`src/rtl/triwave_seq_pkg.sv`:
```
// Shared definitions for the triangle-wave PWM sequencer.
//   state_t   : sequencer FSM states
//   DEF_*     : default widths and channel count
//   ch_idx_w  : channel index width, never less than one bit
// Optional build macro used elsewhere: TRIWAVE_SEQ_GAMMA_EN.
package triwave_seq_pkg;

  localparam int DEF_NUM_CH = 4;
  localparam int DEF_CNT_W  = 6;
  localparam int DEF_HOLD_W = 4;

  typedef enum logic [2:0] {
    IDLE,
    RAMP_UP,
    HOLD_HI,
    RAMP_DOWN,
    HOLD_LO
  } state_t;

  function automatic int ch_idx_w(input int n);
    return (n > 1) ? $clog2(n) : 1;
  endfunction

endpackage

```
`src/rtl/triwave_seq_if.sv`:
```
// Signal bundle between the board switches, the sequencer and the PWM pins.
//   enable_sw    : per-channel enable switches
//   step         : duty increment/decrement per PWM period (0 acts as 1)
//   hold_periods : PWM periods spent in each hold state
//   pulse        : registered PWM outputs
//   duty_cycle   : effective duty of the active channel
//   active_ch    : granted channel
//   busy         : sequencer is not idle
//   cycle_done   : one-clock pulse at the end of a full channel cycle
// Modports: master = switch/pin side, slave = sequencer.
interface triwave_seq_if #(
  parameter int NUM_CH = 4,
  parameter int CNT_W  = 6,
  parameter int HOLD_W = 4
);
  localparam int CH_W = triwave_seq_pkg::ch_idx_w(NUM_CH);

  logic [NUM_CH-1:0] enable_sw;
  logic [CNT_W-1:0]  step;
  logic [HOLD_W-1:0] hold_periods;
  logic [NUM_CH-1:0] pulse;
  logic [CNT_W-1:0]  duty_cycle;
  logic [CH_W-1:0]   active_ch;
  logic              busy;
  logic              cycle_done;

  modport master (
    output enable_sw, step, hold_periods,
    input  pulse, duty_cycle, active_ch, busy, cycle_done
  );

  modport slave (
    input  enable_sw, step, hold_periods,
    output pulse, duty_cycle, active_ch, busy, cycle_done
  );
endinterface

```
`src/rtl/triwave_rr_pick.sv`:
```
// Combinational round-robin picker: finds the first set request bit after
// ptr, wrapping, with ptr itself checked last.
//   req     : request vector
//   ptr     : last granted index
//   grant   : chosen index (ptr when nothing is requested)
//   any_req : at least one request bit is set
module triwave_rr_pick
  import triwave_seq_pkg::*;
#(
  parameter int  NUM_CH = DEF_NUM_CH,
  localparam int CH_W   = ch_idx_w(NUM_CH)
) (
  input  logic [NUM_CH-1:0] req,
  input  logic [CH_W-1:0]   ptr,
  output logic [CH_W-1:0]   grant,
  output logic              any_req
);

  int idx;

  // Scan from the farthest candidate to the nearest so the last hit wins,
  // leaving the nearest set bit after ptr as the grant.
  always_comb begin
    // NOTE: every signal assigned here gets a default first so no latch is inferred.
    grant   = ptr;
    any_req = |req;
    idx     = 0;
    for (int i = NUM_CH; i >= 1; i--) begin
      idx = int'(ptr) + i;
      if (idx >= NUM_CH) idx = idx - NUM_CH;
      if (req[CH_W'(idx)]) grant = CH_W'(idx);
    end
  end

endmodule

```
`src/rtl/triwave_seq_ctrl.sv`:
```
// Triangle-wave ("breathing") PWM sequencer. One free-running PWM counter and
// one duty ramp engine are shared round-robin between NUM_CH channels; each
// grant runs ramp-up / hold / ramp-down / hold once. Duty, state, hold count
// and grant change only at the end of a PWM period.
//   sysclk : system clock, rising edge
//   rst_n  : synchronous active-low reset
//   bus    : triwave_seq_if slave (switches in, PWM/status out)
// Build option: define TRIWAVE_SEQ_GAMMA_EN to square the duty ((d*d)>>CNT_W)
// for a perceptual brightness curve; otherwise the duty is linear.
module triwave_seq_ctrl
  import triwave_seq_pkg::*;
#(
  parameter int NUM_CH = DEF_NUM_CH,
  parameter int CNT_W  = DEF_CNT_W,
  parameter int HOLD_W = DEF_HOLD_W
) (
  input logic          sysclk,
  input logic          rst_n,
  triwave_seq_if.slave bus
);

  localparam int               CH_W = ch_idx_w(NUM_CH);
  localparam logic [CNT_W-1:0] MAX  = '1;

  state_t            state, state_n;
  logic [CNT_W-1:0]  count, duty, duty_n, duty_eff, step_r, step_n;
  logic [HOLD_W-1:0] hold_cnt, hold_cnt_n, hold_r, hold_n;
  logic [CH_W-1:0]   ptr, ptr_n, active, active_n, grant;
  logic [NUM_CH-1:0] pulse_r, pulse_n;
  logic              done_r, done_n, any_req, period_end, busy, arb;
  logic [CNT_W:0]    up_sum;

  assign period_end = (count == MAX);
  assign busy       = (state != IDLE);
  // One extra bit so duty + step cannot wrap before the MAX comparison.
  assign up_sum     = {1'b0, duty} + {1'b0, step_r};

`ifdef TRIWAVE_SEQ_GAMMA_EN
  assign duty_eff = CNT_W'(({{CNT_W{1'b0}}, duty} * {{CNT_W{1'b0}}, duty}) >> CNT_W);
`else
  assign duty_eff = duty;
`endif

  triwave_rr_pick #(.NUM_CH(NUM_CH)) u_pick (
    .req     (bus.enable_sw),
    .ptr     (ptr),
    .grant   (grant),
    .any_req (any_req)
  );

  always_comb begin
    state_n    = state;
    duty_n     = duty;
    hold_cnt_n = hold_cnt;
    ptr_n      = ptr;
    active_n   = active;
    step_n     = step_r;
    hold_n     = hold_r;
    done_n     = 1'b0;
    arb        = 1'b0;
    if (period_end) begin
      // Losing the active enable aborts the cycle; ptr is kept for fairness.
      if (busy && !bus.enable_sw[active]) begin
        state_n = IDLE;
        duty_n  = '0;
      end else begin
        case (state)
          IDLE: arb = 1'b1;
          RAMP_UP: begin
            if (up_sum >= {1'b0, MAX}) begin
              duty_n     = MAX;
              hold_cnt_n = '0;
              state_n    = HOLD_HI;
            end else begin
              duty_n = up_sum[CNT_W-1:0];
            end
          end
          HOLD_HI: begin
            if (hold_cnt == hold_r) state_n = RAMP_DOWN;
            else hold_cnt_n = hold_cnt + 1'b1;
          end
          RAMP_DOWN: begin
            if (duty <= step_r) begin
              duty_n     = '0;
              hold_cnt_n = '0;
              state_n    = HOLD_LO;
            end else begin
              duty_n = duty - step_r;
            end
          end
          HOLD_LO: begin
            if (hold_cnt == hold_r) begin
              done_n = 1'b1;
              arb    = 1'b1;
            end else begin
              hold_cnt_n = hold_cnt + 1'b1;
            end
          end
          default: state_n = IDLE;
        endcase
      end
      // Grant point shared by IDLE and a completed HOLD_LO (back-to-back).
      if (arb) begin
        duty_n = '0;
        if (any_req) begin
          active_n = grant;
          ptr_n    = grant;
          step_n   = (bus.step == '0) ? CNT_W'(1) : bus.step;
          hold_n   = bus.hold_periods;
          state_n  = RAMP_UP;
        end else begin
          state_n = IDLE;
        end
      end
    end
  end

  always_comb begin
    pulse_n = '0;
    if (busy && bus.enable_sw[active] && (count < duty_eff)) pulse_n[active] = 1'b1;
  end

  always_ff @(posedge sysclk) begin
    // NOTE: non-blocking assignments so every register samples pre-edge values.
    if (!rst_n) begin
      count    <= '0;
      state    <= IDLE;
      duty     <= '0;
      hold_cnt <= '0;
      step_r   <= CNT_W'(1);
      hold_r   <= '0;
      ptr      <= CH_W'(NUM_CH - 1);
      active   <= '0;
      pulse_r  <= '0;
      done_r   <= 1'b0;
    end else begin
      count    <= count + 1'b1;
      state    <= state_n;
      duty     <= duty_n;
      hold_cnt <= hold_cnt_n;
      step_r   <= step_n;
      hold_r   <= hold_n;
      ptr      <= ptr_n;
      active   <= active_n;
      pulse_r  <= pulse_n;
      done_r   <= done_n;
    end
  end

  assign bus.pulse      = pulse_r;
  assign bus.duty_cycle = duty_eff;
  assign bus.active_ch  = active;
  assign bus.busy       = busy;
  assign bus.cycle_done = done_r;

endmodule

```
`src/flat_wrapper.sv`:
```
// flat-port wrapper written by rule: the top's interface ports become plain ports
module triwave_seq_ctrl_flat import triwave_seq_pkg::*;
#(
  parameter int NUM_CH = DEF_NUM_CH,
  parameter int CNT_W  = DEF_CNT_W,
  parameter int HOLD_W = DEF_HOLD_W
)
  (sysclk, rst_n, bus_enable_sw, bus_step, bus_hold_periods, bus_pulse, bus_duty_cycle, bus_active_ch, bus_busy, bus_cycle_done);
  triwave_seq_if #(.NUM_CH(NUM_CH), .CNT_W(CNT_W), .HOLD_W(HOLD_W)) bus_i ();
  input logic sysclk;
  input logic rst_n;
  input wire logic [$bits(bus_i.enable_sw)-1:0] bus_enable_sw;
  input wire logic [$bits(bus_i.step)-1:0] bus_step;
  input wire logic [$bits(bus_i.hold_periods)-1:0] bus_hold_periods;
  output wire logic [$bits(bus_i.pulse)-1:0] bus_pulse;
  output wire logic [$bits(bus_i.duty_cycle)-1:0] bus_duty_cycle;
  output wire logic [$bits(bus_i.active_ch)-1:0] bus_active_ch;
  output wire logic [$bits(bus_i.busy)-1:0] bus_busy;
  output wire logic [$bits(bus_i.cycle_done)-1:0] bus_cycle_done;
  assign bus_i.enable_sw = bus_enable_sw;
  assign bus_i.step = bus_step;
  assign bus_i.hold_periods = bus_hold_periods;
  assign bus_pulse = bus_i.pulse;
  assign bus_duty_cycle = bus_i.duty_cycle;
  assign bus_active_ch = bus_i.active_ch;
  assign bus_busy = bus_i.busy;
  assign bus_cycle_done = bus_i.cycle_done;
  triwave_seq_ctrl #(.NUM_CH(NUM_CH), .CNT_W(CNT_W), .HOLD_W(HOLD_W)) u_core (.sysclk(sysclk), .rst_n(rst_n), .bus(bus_i));
endmodule
```
`config.mk`:
```
export PLATFORM = sky130hd
export DESIGN_NAME = triwave_seq_ctrl_flat
export DESIGN_NICKNAME = d
export VERILOG_FILES = /design/src/rtl/triwave_seq_pkg.sv /design/src/rtl/triwave_seq_if.sv /design/src/rtl/triwave_rr_pick.sv /design/src/rtl/triwave_seq_ctrl.sv /design/src/flat_wrapper.sv
export SDC_FILE = /design/constraint.sdc
export NUM_CORES = 1
export LEC_CHECK = 0
export CORE_ASPECT_RATIO = 1.5
export CORE_MARGIN = 4
export CORE_UTILIZATION = 40
export DETAILED_ROUTE_END_ITERATION = 10
export PLACE_DENSITY_LB_ADDON = 0.15
export SKIP_CTS_REPAIR_TIMING = 1
export SLEW_MARGIN = 15
export SYNTH_ARGS = -nofsm -noshare
export SYNTH_HDL_FRONTEND = slang
export SYNTH_SLANG_ARGS = --single-unit
export TNS_END_PERCENT = 5
```
`constraint.sdc`:
```
create_clock -name sysclk -period 4.68 [get_ports sysclk]
set_clock_uncertainty 0.1 [all_clocks]
set_input_delay 0.468 -clock sysclk [delete_from_list [all_inputs] [get_ports sysclk]]
set_output_delay 0.468 -clock sysclk [all_outputs]
set_load 0.03 [all_outputs]
```
Word level (Yosys, flattened, before mapping) --
Cells that the tools add are included.
Operators by class: bitwise gates (word level) 4, multiplexer cells 45, $lt $le $gt $ge 13, eq/ne operators 13, reductions and logical operators 19, add/subtract/negate cells 12
Operators by type and width (number):
- $mux W6 | 5
- $lt A2 B4 Y1 const B | 4
- $mux W2 | 8
- $mux W3 | 5
- $mux W1 | 14
- $mux W4 | 3
- $ne A4 B1 Y1 const B | 3
- $pmux W3 S4 | 1
- $pmux W4 S3 | 1
- $pmux W6 S2 | 1
- $bmux W1 S2 | 5
- $ge A3 B3 Y1 const B | 3
- $reduce_or A4 Y1 | 2
- $sub A2 B1 Y2 const B | 4
- $add A6 B6 Y7 | 1
- $ge A7 B6 Y1 const B | 1
- $add A2 B2 Y3 const B | 2
- $add A6 B1 Y6 const B | 1
- $eq A3 B2 Y1 const B | 2
- $eq A6 B6 Y1 const B | 1
- $le A6 B6 Y1 | 1
- $logic_not A6 Y1 | 1
- $lt A6 B6 Y1 | 1
- $reduce_and A6 Y1 | 1
- 25 further kinds | 35
Storage, ports and cells: flip-flop bits (word level) 38, output and inout port bits 14, input bits 16, logic and storage cells 116

Longest topological paths before layout --
Gate-level depths: netlist of run 1.
word-level depth 10, mapped depth 10, mapped depth without buffers 10

Hierarchy --
A second synthesis of run 1 with hierarchy kept.
Second synthesis, totals: cells, all modules 311, area, all modules 2531.2 um^2
Modules (own cells, without submodules):
- triwave_seq_ctrl | sequential area each 760.7 um^2, times used 1, area an instance 2448.6 um^2, cells an instance 297
- triwave_rr_pick | sequential area each 0.0 um^2, times used 1, area an instance 82.6 um^2, cells an instance 14

Least setup slack after synthesis of run 1 --
OpenSTA, ideal clock, no wires.
path kind flip-flop to flip-flop, start register u_core.duty[3] (netlist: u_core.bus.duty_cycle[3]), end register u_core.hold_cnt[2], clock period less this slack 2.680 ns, arrival 2.449 ns, path slack 2.000 ns, stages on the path, launching flop included 8, library setup time 0.130 ns, path buffers 1, required time 4.450 ns, cells stage by stage dfxtp_1 > ha_1 > buf_2 > or4_4 > a2111oi_4 > a31oi_2 > o311ai_1 > o31ai_1
On the way: cells in the longest elaborated chain, start to end 4, elaborated cells on any way between the ends 6, those cells by class add/sub: 1; order compare: 2; eq/ne: 2; reduce/logical: 1
Ends and longest elaborated chain:
- from (decl) | line triwave_seq_ctrl.sv:26 | logic [CNT_W-1:0] count, duty, duty_n, duty_eff, step_r, step_n;
- from (signal assigned) | line triwave_seq_ctrl.sv:139 | duty <= duty_n;
- $add A6 B6 Y7 | line triwave_seq_ctrl.sv:36 | assign up_sum = {1'b0, duty} + {1'b0, step_r};
- $ge A7 B6 Y1 | line triwave_seq_ctrl.sv:70 | if (up_sum >= {1'b0, MAX}) begin
- $ne A2 B1 Y1 (no line)
- $reduce_and A6 Y1 (no line) *
- to (signal assigned) | line triwave_seq_ctrl.sv:140 | hold_cnt <= hold_cnt_n;
- to (decl) | line triwave_seq_ctrl.sv:27 | logic [HOLD_W-1:0] hold_cnt, hold_cnt_n, hold_r, hold_n;
Every way passes the cells marked *; elsewhere a longest branch is shown, timed or not. A chain may end at the register's enable or synchronous reset.

Worst setup path in the final report of run 1 --
start register u_core.step_r[2], end register u_core.hold_cnt[2]
On the way: cells in the longest elaborated chain, start to end 4, elaborated cells on any way between the ends 6, those cells by class add/sub: 1; order compare: 2; eq/ne: 2; reduce/logical: 1
Ends and longest elaborated chain:
- from (decl) | line triwave_seq_ctrl.sv:26
- from (signal assigned) | line triwave_seq_ctrl.sv:141 | step_r <= step_n;
- $add A6 B6 Y7 | line triwave_seq_ctrl.sv:36
- $ge A7 B6 Y1 | line triwave_seq_ctrl.sv:70
- $ne A2 B1 Y1 (no line)
- $reduce_and A6 Y1 (no line) *
Marks and branches as above.

==> key figures, run 1 <==
Logic synthesis
  • Top cell type's share of synthesized area: 0.292
  • Mapped Cells: around 300
  • Synth top area cells: dfxtp_1, ha_1, mux2i_1
  • Ys flop type: dfxtp_1
  • Post-synth top cells: dfxtp_1, inv_1, nand2_1
  • Asr flop ratio synth: 0
  • Yosys reg bits: 38
  • Most common cell in the netlist: dfxtp_1
  • Synthesized area: 2600 um^2
  • Register area share after synthesis: 0.292
  • Syn Area/Cell: between 8 and 9 um^2
  • Net count after synthesis: ~340
  • Post-synth EDFFs: 0
  • Yosys warns: 0
  • Biggest area consumer among synthesized cells: dfxtp_1
  • Number of distinct library cells after synthesis: 63

Worst setup path
  • WS Path Type: reg2reg
  • Critical Path RT: roughly 4.8 ns
  • CP Max Fanout: 10
  • Type of origin of the critical path: flop
  • Data arrival time of the worst path: between 2 and 3 ns
  • CP endpoint kind: flop

Run status
  • Outcome: finished clean

Drt
  • Total Wirelength: about 6.3 mm
  • Pre-antenna DRT Iters: 4
  • WL per Instance: around 16 um
  • Starting DRT DRC Count: 82
  • DR DRC count: 0
  • Routed vias/inst: about 5.6
  • Routed Antenna Nets: 0
  • Via count: ~2300

Clock tree
  • Number of CTS-inserted buffers: 5
  • Max clock buf depth: 2
  • Clock sinks: 38
  • Clock latency on the worst-skew pair: between 0.2 and 0.3 ns
  • Root buf cell: clkbuf_8
  • Htree depth: 2
  • TritonCTS clock tree: done
  • Clock transition at path regs: 0.08 ns

Power and ir drop
  • Worst-case vdd ir drop: approximately 160 uV
  • LEAKAGE: 0.00117 uW
  • Power Density: between 200 and 250 nW/um^2
  • Overall Power: around 650 uW

GRT
  • Initial antenna violation count: 0
  • GRT Residual Overflow: 0
  • Vias in the first global route: approximately 2200
  • GR Util All Layers: 0.172
  • First-pass GRT wire length: 10.6 mm
  • Largest net degree at the start of global routing: 30

STA
  • Fmax: around 350 MHz
  • Unrepaired setup endpoints after global routing: no
  • Setup ws final: around 1.8 ns
  • Max-slew violation count: 0
  • Hold slack: approximately 0.37 ns
  • Setup TNS: 0 ns
  • Worst Max-Slew Pin Slew: around 0.83 ns
  • Final Setup Violations: 0
  • Final min period: ~2.8 ns
  • Ratio of final minimum period to clock period: 0.608
  • Rel. slew slack: 0.446
  • Count of final hold-check violations: 0

Floorplan
  • Die height: 107 um
  • Total core area: roughly 6200 um^2
  • Top Ports: 30
  • Die area: ~7900 um^2
  • Initial Utilization: 0.419
  • # rows: 35
  • Die Wd: between 70 and 80 um

Final layout
  • Core Util, Final: 0.487
  • Share of cells above drive strength 1: 0.0644
  • Antenna fix cells: 0
  • Area Overhead vs Synth: 16.3%
  • Fin nets: 362

Flow run
  • Max_cap viols: 0

Place
  • Worst slack at placement: between 1.5 and 2 ns
  • GPL Wtd Cong: 0.847
  • Number of port buffers: 29
  • Post-DP HPWL: approximately 4.8 mm

Worst hold path
  • Worst min-delay path category: reg2reg
==> metrics by stage <==
stage	std cells	instance area [um^2]
floorplan	304	2600
global placement	392	2910
detailed placement	392	2910
CTS	400	3030
global route	400	3030
finish	400	3030
==> cell families (layout without fill, tap and decap cells) <==
family / Yosys count / count (layout) / share of synthesized area
fa+ha+maj: 21 / 21 / 0.107
buf+inv: 40 / 62 / 0.0653
xor+xnor: 11 / 11 / 0.0370
simple gates: 95 / 95 / 0.205
mux: 13 / 13 / 0.0548
flops: 38 / 38 / 0.292
compound gates: 86 / 86 / 0.239
==> flip-flops by register name, summed over array words and instances (netlist names) <==
signal and count:
u_core.bus.cycle_done 1, u_core.ptr 2, u_core.bus.duty_cycle 6, u_core.count 6, u_core.step_r 6, u_core.hold_r 4
u_core.hold_cnt 4, u_core.state 3, u_core.bus.pulse 4, u_core.bus.active_ch 2
==> report_power, final <==
part | switching (uW) | total, uW | leakage (uW) | internal, uW
sequential | 2.14 | 327 | 0.000307 | 325
clock | 126 | 284 | 0.0000504 | 159
combinational | 19.6 | 41.8 | 0.000815 | 22.2
total | 147 | 653 | 0.00117 | 506
==> routing by layer <==
metal  vias up  track usage  part of all wire
met2        33        0.320              0.54
met3        10       0.0197             0.021
li1       1136            -                 -
met1      1073        0.192              0.42
met5         -            0                 0
met4         0       0.0622             0.022
==> worst max-delay path, stage by stage (launching register included) <==
cell and delay [ns]:
dfxtp_1 0.36, inv_1 0.05, ha_1 0.50, nor3b_2 0.12
or4_4 0.52, a2111oi_4 0.44, a31oi_2 0.22, o311ai_1 0.31
o31ai_1 0.11
==> path summary, 6_finish.rpt <==
check	from	endpoint	cells after the start	slack [ns]
min reg2reg	u_core.count[0]$_SDFF_PN0_	u_core.count[0]$_SDFF_PN0_	1	0.37
max	u_core.step_r[2]$_SDFFE_PN0P_	u_core.hold_cnt[2]$_SDFFE_PN0P_	8	1.83
max reg2reg	u_core.step_r[2]$_SDFFE_PN0P_	u_core.hold_cnt[2]$_SDFFE_PN0P_	8	1.83
min	u_core.count[0]$_SDFF_PN0_	u_core.count[0]$_SDFF_PN0_	1	0.37
==> cell usage in the layout, fill, tap and decap left out, types with 2 or more instances in the layout <==
master and count:
inv_1 23, a21o_1 4, nand3b_1 5, o22ai_1 4, nand4_1 3, clkdlybuf4s50_1 29
or3_1 2, o21ai_1 2, o31a_1 3, nor3b_1 2, dfxtp_1 38, nand2b_1 5
a2111oi_0 4, ha_1 19, o311ai_0 2, a2111oi_4 2, o211ai_1 5, nand2_1 20
a211o_1 2, and3_1 3, xnor2_1 10, o21a_1 2, a21oi_1 15, and4_1 2
nor3_1 6, a31oi_1 4, o31ai_1 3, clkinvlp_4 2, nor2_1 16, o21ai_0 19
nand3_1 7, mux2i_1 12, clkbuf_8 5, a211oi_1 3, fa_1 2, nor2b_1 13
and2_1 2
==> area by class of cell <==
cell class              instances  area (um^2)
clock buffers                   5         68.8
well taps                      74         92.6
clock inverters                 3         45.0
repair buffers                 30          298
multi-input cells             226         1670
fillers                       644         3190
inverters                      24         90.1
flip-flops and latches         38          761
No activity file was read; power rests on OpenSTA's default activity.
==> run 2, diff against run 1 <==
==> constraint.sdc (replaced) <==
create_clock -name sysclk -period 2.35 [get_ports sysclk]
set_clock_uncertainty 0.1 [all_clocks]
set_input_delay 0.235 -clock sysclk [delete_from_list [all_inputs] [get_ports sysclk]]
set_output_delay 0.235 -clock sysclk [all_outputs]
set_load 0.03 [all_outputs]
==> run 2 against run 1 <==
Against the previous run:
- the flow now finishes with violations (negative setup slack)
- worst hold slack lost 0.0037 ns
- register-to-register slack lost 1.9 ns
- utilization grew 6.6 points
- sequential cell count is the same
- sequential share of layout area shrank 2.6 points
- maximum frequency grew 18%
- critical endpoint unchanged
- highest routed layer unchanged
==> key figures, run 2 (same netlist as run 1, synthesis figures left out) <==
Run status
  • Outcome: finished, violations left
  • Failing checks: negative setup slack

GRT
  • Initial antenna violation count: 0 (unchanged)
  • GRT Residual Overflow: 0 (unchanged)
  • Vias in the first global route: 2355 (+6.0%)
  • GR Util All Layers: 0.179 (+0.00761)
  • First-pass GRT wire length: 11.0 mm (+4.3%)
  • Largest net degree at the start of global routing: 30 (unchanged)

Worst setup path
  • Reg2reg setup slack: -0.07 ns (-1.90 ns)
  • CP Launch Point: u_core.step_r[1]$_SDFFE_PN0P_
  • Critical path cell sequence: inv_4 -> ha_4 -> nor3b_2 -> or4_4 -> a2111oi_4 -> a31oi_4 -> o311ai_2 -> o31ai_1
  • Critical-path top delay cell: or4_4
  • Crit Reg-Reg Startpoint: u_core.step_r[1]$_SDFFE_PN0P_
  • Data arrival time of the worst path: 2.49 ns (-0.43 ns)
  • Reg2reg end: u_core.hold_cnt[2]$_SDFFE_PN0P_
  • Type of origin of the critical path: flop
  • WS Path Type: reg2reg
  • Max stage delay on crit path: 0.50 ns (-0.02 ns)
  • Critical path capture point: u_core.hold_cnt[2]$_SDFFE_PN0P_
  • Critical Path RT: 2.42 ns (-2.34 ns)
  • R2R cell count: 8 (unchanged)
  • CP Max Fanout: 5 (-5)
  • CP endpoint kind: flop

Clock tree
  • Max clock buf depth: 2 (unchanged)
  • Clock latency on the worst-skew pair: 0.29 ns (about the same)
  • Htree depth: 2 (unchanged)
  • Root buf cell: clkbuf_8
  • TritonCTS clock tree: done
  • Number of CTS-inserted buffers: 5 (unchanged)
  • Clock sinks: 38 (unchanged)
  • Clock transition at path regs: 0.08 ns (about the same)

STA
  • Final Setup Violations: 6 (+6)
  • Fmax: 413 MHz (+18%)
  • Worst Max-Slew Pin Slew: 0.517 ns (-0.313 ns)
  • Unrepaired setup endpoints after global routing: yes
  • Count of final hold-check violations: 0 (unchanged)
  • Setup ws final: -0.0684 ns (-1.90 ns)
  • Rel. slew slack: 0.651 (+0.204)
  • Setup TNS: -0.171 ns (-0.171 ns)
  • Ratio of final minimum period to clock period: 1.03 (+0.421)
  • Final min period: 2.42 ns (-0.428 ns)
  • Max-slew violation count: 0 (unchanged)

Floorplan
  • Die area: 7890 um^2 (unchanged)
  • Total core area: 6220 um^2 (unchanged)
  • # rows: 35 (unchanged)
  • Top Ports: 30 (unchanged)
  • Initial Utilization: 0.419 (unchanged)
  • Die height: 107 um (unchanged)
  • Die Wd: 73.9 um (unchanged)

Drt
  • Routed Antenna Nets: 0 (unchanged)
  • Pre-antenna DRT Iters: 4 (unchanged)
  • Via count: 2396 (+6.4%)
  • DR DRC count: 0 (unchanged)
  • Routed vias/inst: 5.51 (-2.2%)
  • Total Wirelength: 6.75 mm (+7.5%)
  • Starting DRT DRC Count: 127 (+55%)
  • WL per Instance: 15.5 um (-1.1%)

Place
  • GPL Wtd Cong: 0.866 (+2.3%)
  • Post-DP HPWL: 5.27 mm (+9.5%)
  • Number of port buffers: 29 (unchanged)
  • Placed cells: 427 (+8.9%)

Final layout
  • Area Overhead vs Synth: 32.0%
  • Commonest cells after routing, fill and taps aside: buf_4, dfxtp_1, clkdlybuf4s50_1
  • Fin nets: 397 (+9.7%)
  • Layout Cells excl Fill: 435 (+8.8%)
  • Leading cell type in the layout, fill and taps excluded: buf_4
  • Antenna fix cells: 0 (unchanged)
  • Share of cells above drive strength 1: 0.211 (+0.146)
  • Core Util, Final: 0.553 (+0.0658)

Power and ir drop
  • Worst-case vdd ir drop: 279 uV (+77%)
  • LEAKAGE: 0.00138 uW (+17%)
  • Power Density: 406 nW/um^2 (+88%)
  • Overall Power: 1400 uW (+110%)

Flow run
  • Max_cap viols: 0 (unchanged)

Worst hold path
  • Worst min-delay path category: reg2reg
-- run 2: per-layer routing --
metal  global-route usage  wire length [um]  vias up
met1                0.192              2560     1119
met3               0.0197               178       17
li1                     -                 -     1210
met2                0.331              3730       50
met5                    0                 0        -
met4               0.0920               276        0
-- run 2: final cells by class --
type                       instances  area [um^2]
inverter                          24         92.6
sequential                        38          776
fill                             604         2780
timing repair buffer              65          561
clock buffer                       7          108
multi-input combinational        226         1780
clock inverter                     1         30.0
tap                               74         92.6
-- run 2: report_power, final --
part	internal, uW	switching (uW)
Sequential	644	4.08
Clock	410	244
Combinational	51.1	42.3
-- run 2: how the worst min path moves through the flow --
stage,cells after the start,endpoint,slack [ns],startpoint
2_1_floorplan,2,u_core.step_r[1]$_SDFFE_PN0P_,0.28,bus_step[1]
3_3_place_gp,1,u_core.count[0]$_SDFF_PN0_,0.34,u_core.count[0]$_SDFF_PN0_
3_5_place_dp,1,u_core.count[0]$_SDFF_PN0_,0.35,u_core.count[0]$_SDFF_PN0_
4_1_cts,1,u_core.count[0]$_SDFF_PN0_,0.37,u_core.count[0]$_SDFF_PN0_
5_1_grt,1,u_core.count[0]$_SDFF_PN0_,0.38,u_core.count[0]$_SDFF_PN0_
6_report,1,u_core.count[0]$_SDFF_PN0_,0.37,u_core.count[0]$_SDFF_PN0_
-- run 2: through the flow --
step / hold WS [ns] / setup WS, ns / instance area [um^2]
6_report: 0.365 / -0.0684 / 3440
5_1_grt: 0.384 / -0.174 / 3440
4_1_cts: 0.372 / -0.138 / 3350
3_5_place_dp: 0.352 / -0.107 / 3210
3_3_place_gp: 0.338 / -0.0961 / 3210
2_1_floorplan: 0.279 / -0.0335 / 2650
-- run 2: critical path: cells and delay by family, from the launching register on --
family	cells	cell delay, ns
fa+ha+maj	1	0.27
simple gates	2	0.56
compound gates	4	0.95
buf+inv	1	0.05
flops	1	0.36
